--- src/rtl/vidout_capture.sv ---
`default_nettype none
// ============================================================================
// vidout_capture: classifies raw video DAC samples into sync/level codes,
//                 frames active lines and queues tagged samples in a FIFO.
// Rev 1.0
// ============================================================================
module vidout_capture #(
   parameter int SYNC_MIN   = 8,
   parameter int VSYNC_MIN  = 64,
   parameter int H_SKIP     = 16,
   parameter int H_ACTIVE   = 256,
   parameter int V_SKIP     = 20,
   parameter int V_ACTIVE   = 240,
   parameter int FIFO_DEPTH = 16
) (
   input  logic        CLK,
   input  logic        n_RES,
   input  logic        SAMPLE_EN,
   input  logic [10:0] RawVOut,
   output logic        out_valid,
   input  logic        out_ready,
   output logic [5:0]  out_data,
   output logic        overflow,
   output logic [8:0]  line_cnt,
   output logic [7:0]  frame_cnt
);

   localparam int AW  = $clog2(FIFO_DEPTH);
   localparam int SKW = $clog2(H_SKIP + 1);
   localparam int PXW = $clog2(H_ACTIVE + 1);

   typedef enum logic [1:0] {
      BLANK  = 2'd0,
      SYNC   = 2'd1,
      SKIP   = 2'd2,
      ACTIVE = 2'd3
   } state_t;

   state_t           state_q;
   logic [7:0]       run_len_q;
   logic [SKW-1:0]   skip_cnt_q;
   logic [PXW-1:0]   pix_cnt_q;
   logic [8:0]       line_cnt_q;
   logic [7:0]       frame_cnt_q;
   logic             pend_sof_q;

   logic [AW:0]      wr_ptr_q, wr_ptr_d;
   logic [AW:0]      rd_ptr_q, rd_ptr_d;
   logic             overflow_q, overflow_d;
   logic [5:0]       mem_q [FIFO_DEPTH];

   logic [3:0]       lvl;
   logic [7:0]       run_len_next;
   logic             sync_hit;
   logic             is_vsync;
   logic             line_in_window;
   logic             push_req;
   logic [5:0]       push_word;
   logic             fifo_empty;
   logic             fifo_full;
   logic             do_push;
   logic             do_pop;

   // Level code is 1 + index of the highest set bit; all-zero is the sync tip.
   function automatic logic [3:0] level_of(input logic [10:0] v);
      logic [3:0] l;
      l = 4'd0;
      for (int i = 0; i < 11; i++) begin
         if (v[i]) begin
            l = 4'(i + 1);
         end
      end
      return l;
   endfunction

   assign lvl            = level_of(RawVOut);
   assign run_len_next   = (lvl != 4'd0) ? 8'd0 :
                           (run_len_q == 8'hFF) ? 8'hFF : run_len_q + 8'd1;
   assign sync_hit       = (lvl == 4'd0) && ((int'(run_len_q) + 1) == SYNC_MIN);
   assign is_vsync       = int'(run_len_q) >= VSYNC_MIN;
   assign line_in_window = (int'(line_cnt_q) >= V_SKIP) &&
                           (int'(line_cnt_q) <= V_SKIP + V_ACTIVE - 1);

   // The sample that completes a sync run belongs to the sync, never to the line.
   assign push_req  = SAMPLE_EN && (state_q == ACTIVE) && !sync_hit;
   assign push_word = {pend_sof_q, (pix_cnt_q == '0), lvl};

   always_ff @(posedge CLK or negedge n_RES) begin
      if (!n_RES) begin
         state_q     <= BLANK;
         run_len_q   <= 8'd0;
         skip_cnt_q  <= '0;
         pix_cnt_q   <= '0;
         line_cnt_q  <= 9'd0;
         frame_cnt_q <= 8'd0;
         pend_sof_q  <= 1'b0;
      end else if (SAMPLE_EN) begin
         run_len_q <= run_len_next;
         case (state_q)
            BLANK: begin
               if (sync_hit) begin
                  state_q <= SYNC;
               end
            end
            SYNC: begin
               if (lvl != 4'd0) begin
                  // The sync-ending sample is the first of the skipped samples.
                  state_q    <= SKIP;
                  skip_cnt_q <= SKW'(1);
                  if (is_vsync) begin
                     line_cnt_q  <= 9'd0;
                     frame_cnt_q <= frame_cnt_q + 8'd1;
                     pend_sof_q  <= 1'b1;
                  end else if (line_cnt_q != 9'd511) begin
                     line_cnt_q <= line_cnt_q + 9'd1;
                  end
               end
            end
            SKIP: begin
               if (sync_hit) begin
                  state_q <= SYNC;
               end else if ((int'(skip_cnt_q) + 1) >= H_SKIP) begin
                  state_q   <= line_in_window ? ACTIVE : BLANK;
                  pix_cnt_q <= '0;
               end else begin
                  skip_cnt_q <= skip_cnt_q + 1'b1;
               end
            end
            ACTIVE: begin
               if (sync_hit) begin
                  state_q <= SYNC;
               end else begin
                  pix_cnt_q  <= pix_cnt_q + 1'b1;
                  pend_sof_q <= 1'b0;
                  if ((int'(pix_cnt_q) + 1) == H_ACTIVE) begin
                     state_q <= BLANK;
                  end
               end
            end
            default: state_q <= BLANK;
         endcase
      end
   end

   assign fifo_empty = (wr_ptr_q == rd_ptr_q);
   assign fifo_full  = (wr_ptr_q[AW] != rd_ptr_q[AW]) &&
                       (wr_ptr_q[AW-1:0] == rd_ptr_q[AW-1:0]);
   assign do_pop     = !fifo_empty && out_ready;
   assign do_push    = push_req && (!fifo_full || do_pop);

   always_comb begin
      wr_ptr_d   = wr_ptr_q;
      rd_ptr_d   = rd_ptr_q;
      overflow_d = overflow_q;
      if (do_push) begin
         wr_ptr_d = wr_ptr_q + 1'b1;
      end
      if (do_pop) begin
         rd_ptr_d = rd_ptr_q + 1'b1;
      end
      if (push_req && fifo_full && !do_pop) begin
         overflow_d = 1'b1;
      end
   end

   always_ff @(posedge CLK or negedge n_RES) begin
      if (!n_RES) begin
         wr_ptr_q   <= '0;
         rd_ptr_q   <= '0;
         overflow_q <= 1'b0;
      end else begin
         wr_ptr_q   <= wr_ptr_d;
         rd_ptr_q   <= rd_ptr_d;
         overflow_q <= overflow_d;
      end
   end

   // Storage needs no reset: clearing the pointers discards its contents.
   always_ff @(posedge CLK) begin
      if (do_push) begin
         mem_q[wr_ptr_q[AW-1:0]] <= push_word;
      end
   end

   assign out_valid = !fifo_empty;
   assign out_data  = mem_q[rd_ptr_q[AW-1:0]];
   assign overflow  = overflow_q;
   assign line_cnt  = line_cnt_q;
   assign frame_cnt = frame_cnt_q;

endmodule
`default_nettype wire

--- config.mk ---
export PLATFORM = sky130hd
export DESIGN_NAME = vidout_capture
export DESIGN_NICKNAME = d
export VERILOG_FILES = /design/src/rtl/vidout_capture.sv
export SDC_FILE = /design/constraint.sdc
export NUM_CORES = 1
export LEC_CHECK = 0
export CELL_PAD_IN_SITES_DETAIL_PLACEMENT = 0
export CELL_PAD_IN_SITES_GLOBAL_PLACEMENT = 1
export CORE_MARGIN = 3
export CORE_UTILIZATION = 50
export DETAILED_ROUTE_END_ITERATION = 7
export PLACE_DENSITY_LB_ADDON = 0.1
export SKIP_LAST_GASP = 1
export SYNTH_ARGS = -nofsm -noshare
export SYNTH_HDL_FRONTEND = slang
export SYNTH_SLANG_ARGS = --single-unit
--- constraint.sdc ---
create_clock -name CLK -period 3.4 [get_ports CLK]
set_clock_uncertainty 0.2 [all_clocks]
set_input_delay 0.51 -clock CLK [delete_from_list [all_inputs] [get_ports CLK]]
set_output_delay 0.51 -clock CLK [all_outputs]
set_load 0.005 [all_outputs]
==> reports/results.ini <==
[clock_network]
clock_path_buffers = 2
clockRootBuffer = clkbuf_16
clock-sinks = 149
clk_pin_slew_ns = 0.06
worstSkewPairLatency_ns = 0.41
cts-htree-levels = 4
cts_inserted_buffers = 17
cts_tree = built
ctsResizeCount = 0

[global_routing]
grt_pass1_vias = 4442
grt_pass1_wl_mm = 24.4
grt_usage_pct = 21.5
antenna_found_initial = 0
grt-ovfl-total = 0
grt_max_degree = 30

[pwr]
peakVddDrop_uv = 255
power_mw = 4.53
powerDensity_nw_per_um2 = 555
leakagePower_nw = 3.07

[floorplan]
die_height_um = 124
die-area_um2 = 15300
core-area_um2 = 13400
initial_core_util_pct = 51.6
pin_count = 40
fp-row-count = 42
die_w_um = 124

[drt]
drc = 0
drt_iter0_markers = 467
antenna_left = 0
vias = 4421
drt_wl_total_mm = 15.2
routedWlPerCell_um = 20.3
firstDrtPassIters = 5
via_per_inst = 5.91

[setup_path]
crit_required_ns = 2.69
end_kind = output pin
r2r_start = run_len_q[0]$_DFFE_PN0P_
critPathLaunch = rd_ptr_q[0]$_DFFE_PN0P_
cp_max_fo = 28
rr_worst_depth = 8
cp.arrival_ns = 2.58
setup.worst_path.end = out_data[4]
crit_type = reg2out
r2r-end = mem_q[1][0]$_DFFE_PP_
setup.worst_path.start_class = flop
rrSetupSlack_ns = 0.57

[logic_synthesis]
syn_area_um2 = 6920
ys_seq_elements = 149
synth.distinct_cells = 62
ys_top_cells_by_count = 96 x edfxtp_1, 53 x dfrtp_1, 33 x nand2_1
synthArstFlopShare_pct = 35.6
synth_top_area_share_pct = 41.7
syn_nets = 536
syn_avg_cell_area_um2 = 13.6
yosys.area.top_type = edfxtp_1
yosysSeqAreaShare_pct = 60.8
synthFlopType = edfxtp_1
synth_area_leaders = edfxtp_1 42%, dfrtp_1 19%, mux4_2 9.8%
ys_warn_count = 0
synth.most_common_cell = edfxtp_1
postSynthCellCount = 507
synth_edf_count = 96

[sta]
rsz0062_at_grt = no
fin_crit_ns = 3.29
hold_viol = 0
slew_violations = 0
slew_headroom_pct = 52.6
finalCritPeriodShare_pct = 96.9
setup_viol = 0
fmax_mhz = 304
worst_pin_slew_ns = 0.711
fin_setup_tns_ns = 0

[job]
drv_cap = 0

[worst_hold_path]
hp-class = reg2reg

[layout]
diodes = 0
fillers = 1079
fin_cells = 748
area_delta_synth_final_pct = 17.9
drive_above_1_share_pct = 16.3
nNetsFinal = 588

[status]
status = finished clean

[placed_design]
place_congestion = 0.821
portBuffers = 39
dp_hpwl_mm = 10.7
numPlacedInstances = 715

[layout make-up]
cell class | instances | area, um2 | share of cell area, %
flip-flops and latches | 149 | 4210 | 51.6
multi-input cells | 319 | 2540 | 31.2
repair buffers | 56 | 541 | 6.63
clock buffers | 18 | 439 | 5.38
well taps | 176 | 220 | 2.70
clock inverters | 14 | 144 | 1.76
inverters | 16 | 60.1 | 0.736
[logic make-up (layout without fill, tap and decap cells)]
kind of cell               Yosys count  after routing  share of synthesized area (%)
DFF                                149            149                           60.8
muxes                               34             34                           10.4
and+or+nand+nor                    158            158                           12.3
adders and majority gates           14             14                           2.53
xor gates and xnor gates            21             21                           2.66
AOI/OAI and AO/OA                   92             92                           8.88
buffers and inverters               39            104                           2.39
[critical path, stage by stage (launching register included)]
cell	delay, ns
dfrtp_1	0.38
buf_12	0.25
mux4_2	0.58
mux4_2	0.49
clkdlybuf4s50_1	0.46
[through the flow]
step                cell area, um2  util [%]  hold WS, ns  worst slack (ns)
floorplan                     6920         -       0.0144             0.767
global placement              7560      56.4        0.259             0.279
detailed placement            7560      56.4        0.267             0.266
CTS                           8160      60.9        0.275            0.0565
global route                  8160      60.9        0.293           0.00331
finish                        8160      60.9        0.267             0.107
[flip-flops by register name (all words and copies together) (netlist names)]
name / count
mem_q: 96
line_cnt: 9
pix_cnt_q: 9
frame_cnt: 8
run_len_q: 8
rd_ptr_q: 5
skip_cnt_q: 5
wr_ptr_q: 5
state_q: 2
overflow: 1
pend_sof_q: 1
[worst min-delay path by stage]
stage	start	endpoint	slack, ns	cells past startpoint
after floorplan	n_RES	frame_cnt[0]$_DFFE_PN0P_	0.01	0
after global placement	frame_cnt[7]$_DFFE_PN0P_	frame_cnt[7]$_DFFE_PN0P_	0.26	1
after detailed placement	frame_cnt[7]$_DFFE_PN0P_	frame_cnt[7]$_DFFE_PN0P_	0.27	1
after CTS	frame_cnt[7]$_DFFE_PN0P_	frame_cnt[7]$_DFFE_PN0P_	0.28	1
after global routing	frame_cnt[7]$_DFFE_PN0P_	frame_cnt[7]$_DFFE_PN0P_	0.29	1
final	frame_cnt[7]$_DFFE_PN0P_	frame_cnt[7]$_DFFE_PN0P_	0.27	1
[layout by cell type, fill, tap and decap left out, types with 14 or more instances in the layout]
| master | count |
|---|---|
| a21oi_1 | 21 |
| and3_1 | 26 |
| buf_4 | 14 |
| clkbuf_16 | 17 |
| clkdlybuf4s50_1 | 38 |
| dfrtp_1 | 53 |
| edfxtp_1 | 96 |
| ha_1 | 14 |
| inv_1 | 16 |
| mux4_2 | 30 |
| nand2_1 | 33 |
| nand3_1 | 21 |
| nor2_1 | 25 |
| o21ai_0 | 22 |
[report_power, final]
group / leakage, nW / total (mW) / switching, mW / internal (mW)
Sequential: 1.62 / 2.03 / 0.0711 / 1.95
Clock: 0.279 / 1.84 / 0.791 / 1.05
Combinational: 1.17 / 0.665 / 0.294 / 0.371
Total: 3.07 / 4.53 / 1.16 / 3.37
[per-layer routing]
layer | GRT usage [%] | part of all wire, %
met1 | 28.1 | 43
met2 | 36.3 | 53
met3 | 4.09 | 2.6
met4 | 7.27 | 1.7
met5 | 0 | 0
[timing repair]
| item | CTS | global route |
|---|---|---|
| endpoints found under the hold margin | 28 | 0 |
| endpoints found under the setup margin | 0 | 0 |
| buffers inserted | 0 | 0 |
| hold buffers | 1 | 0 |
Note: power is estimated with default switching activity, not from simulation.
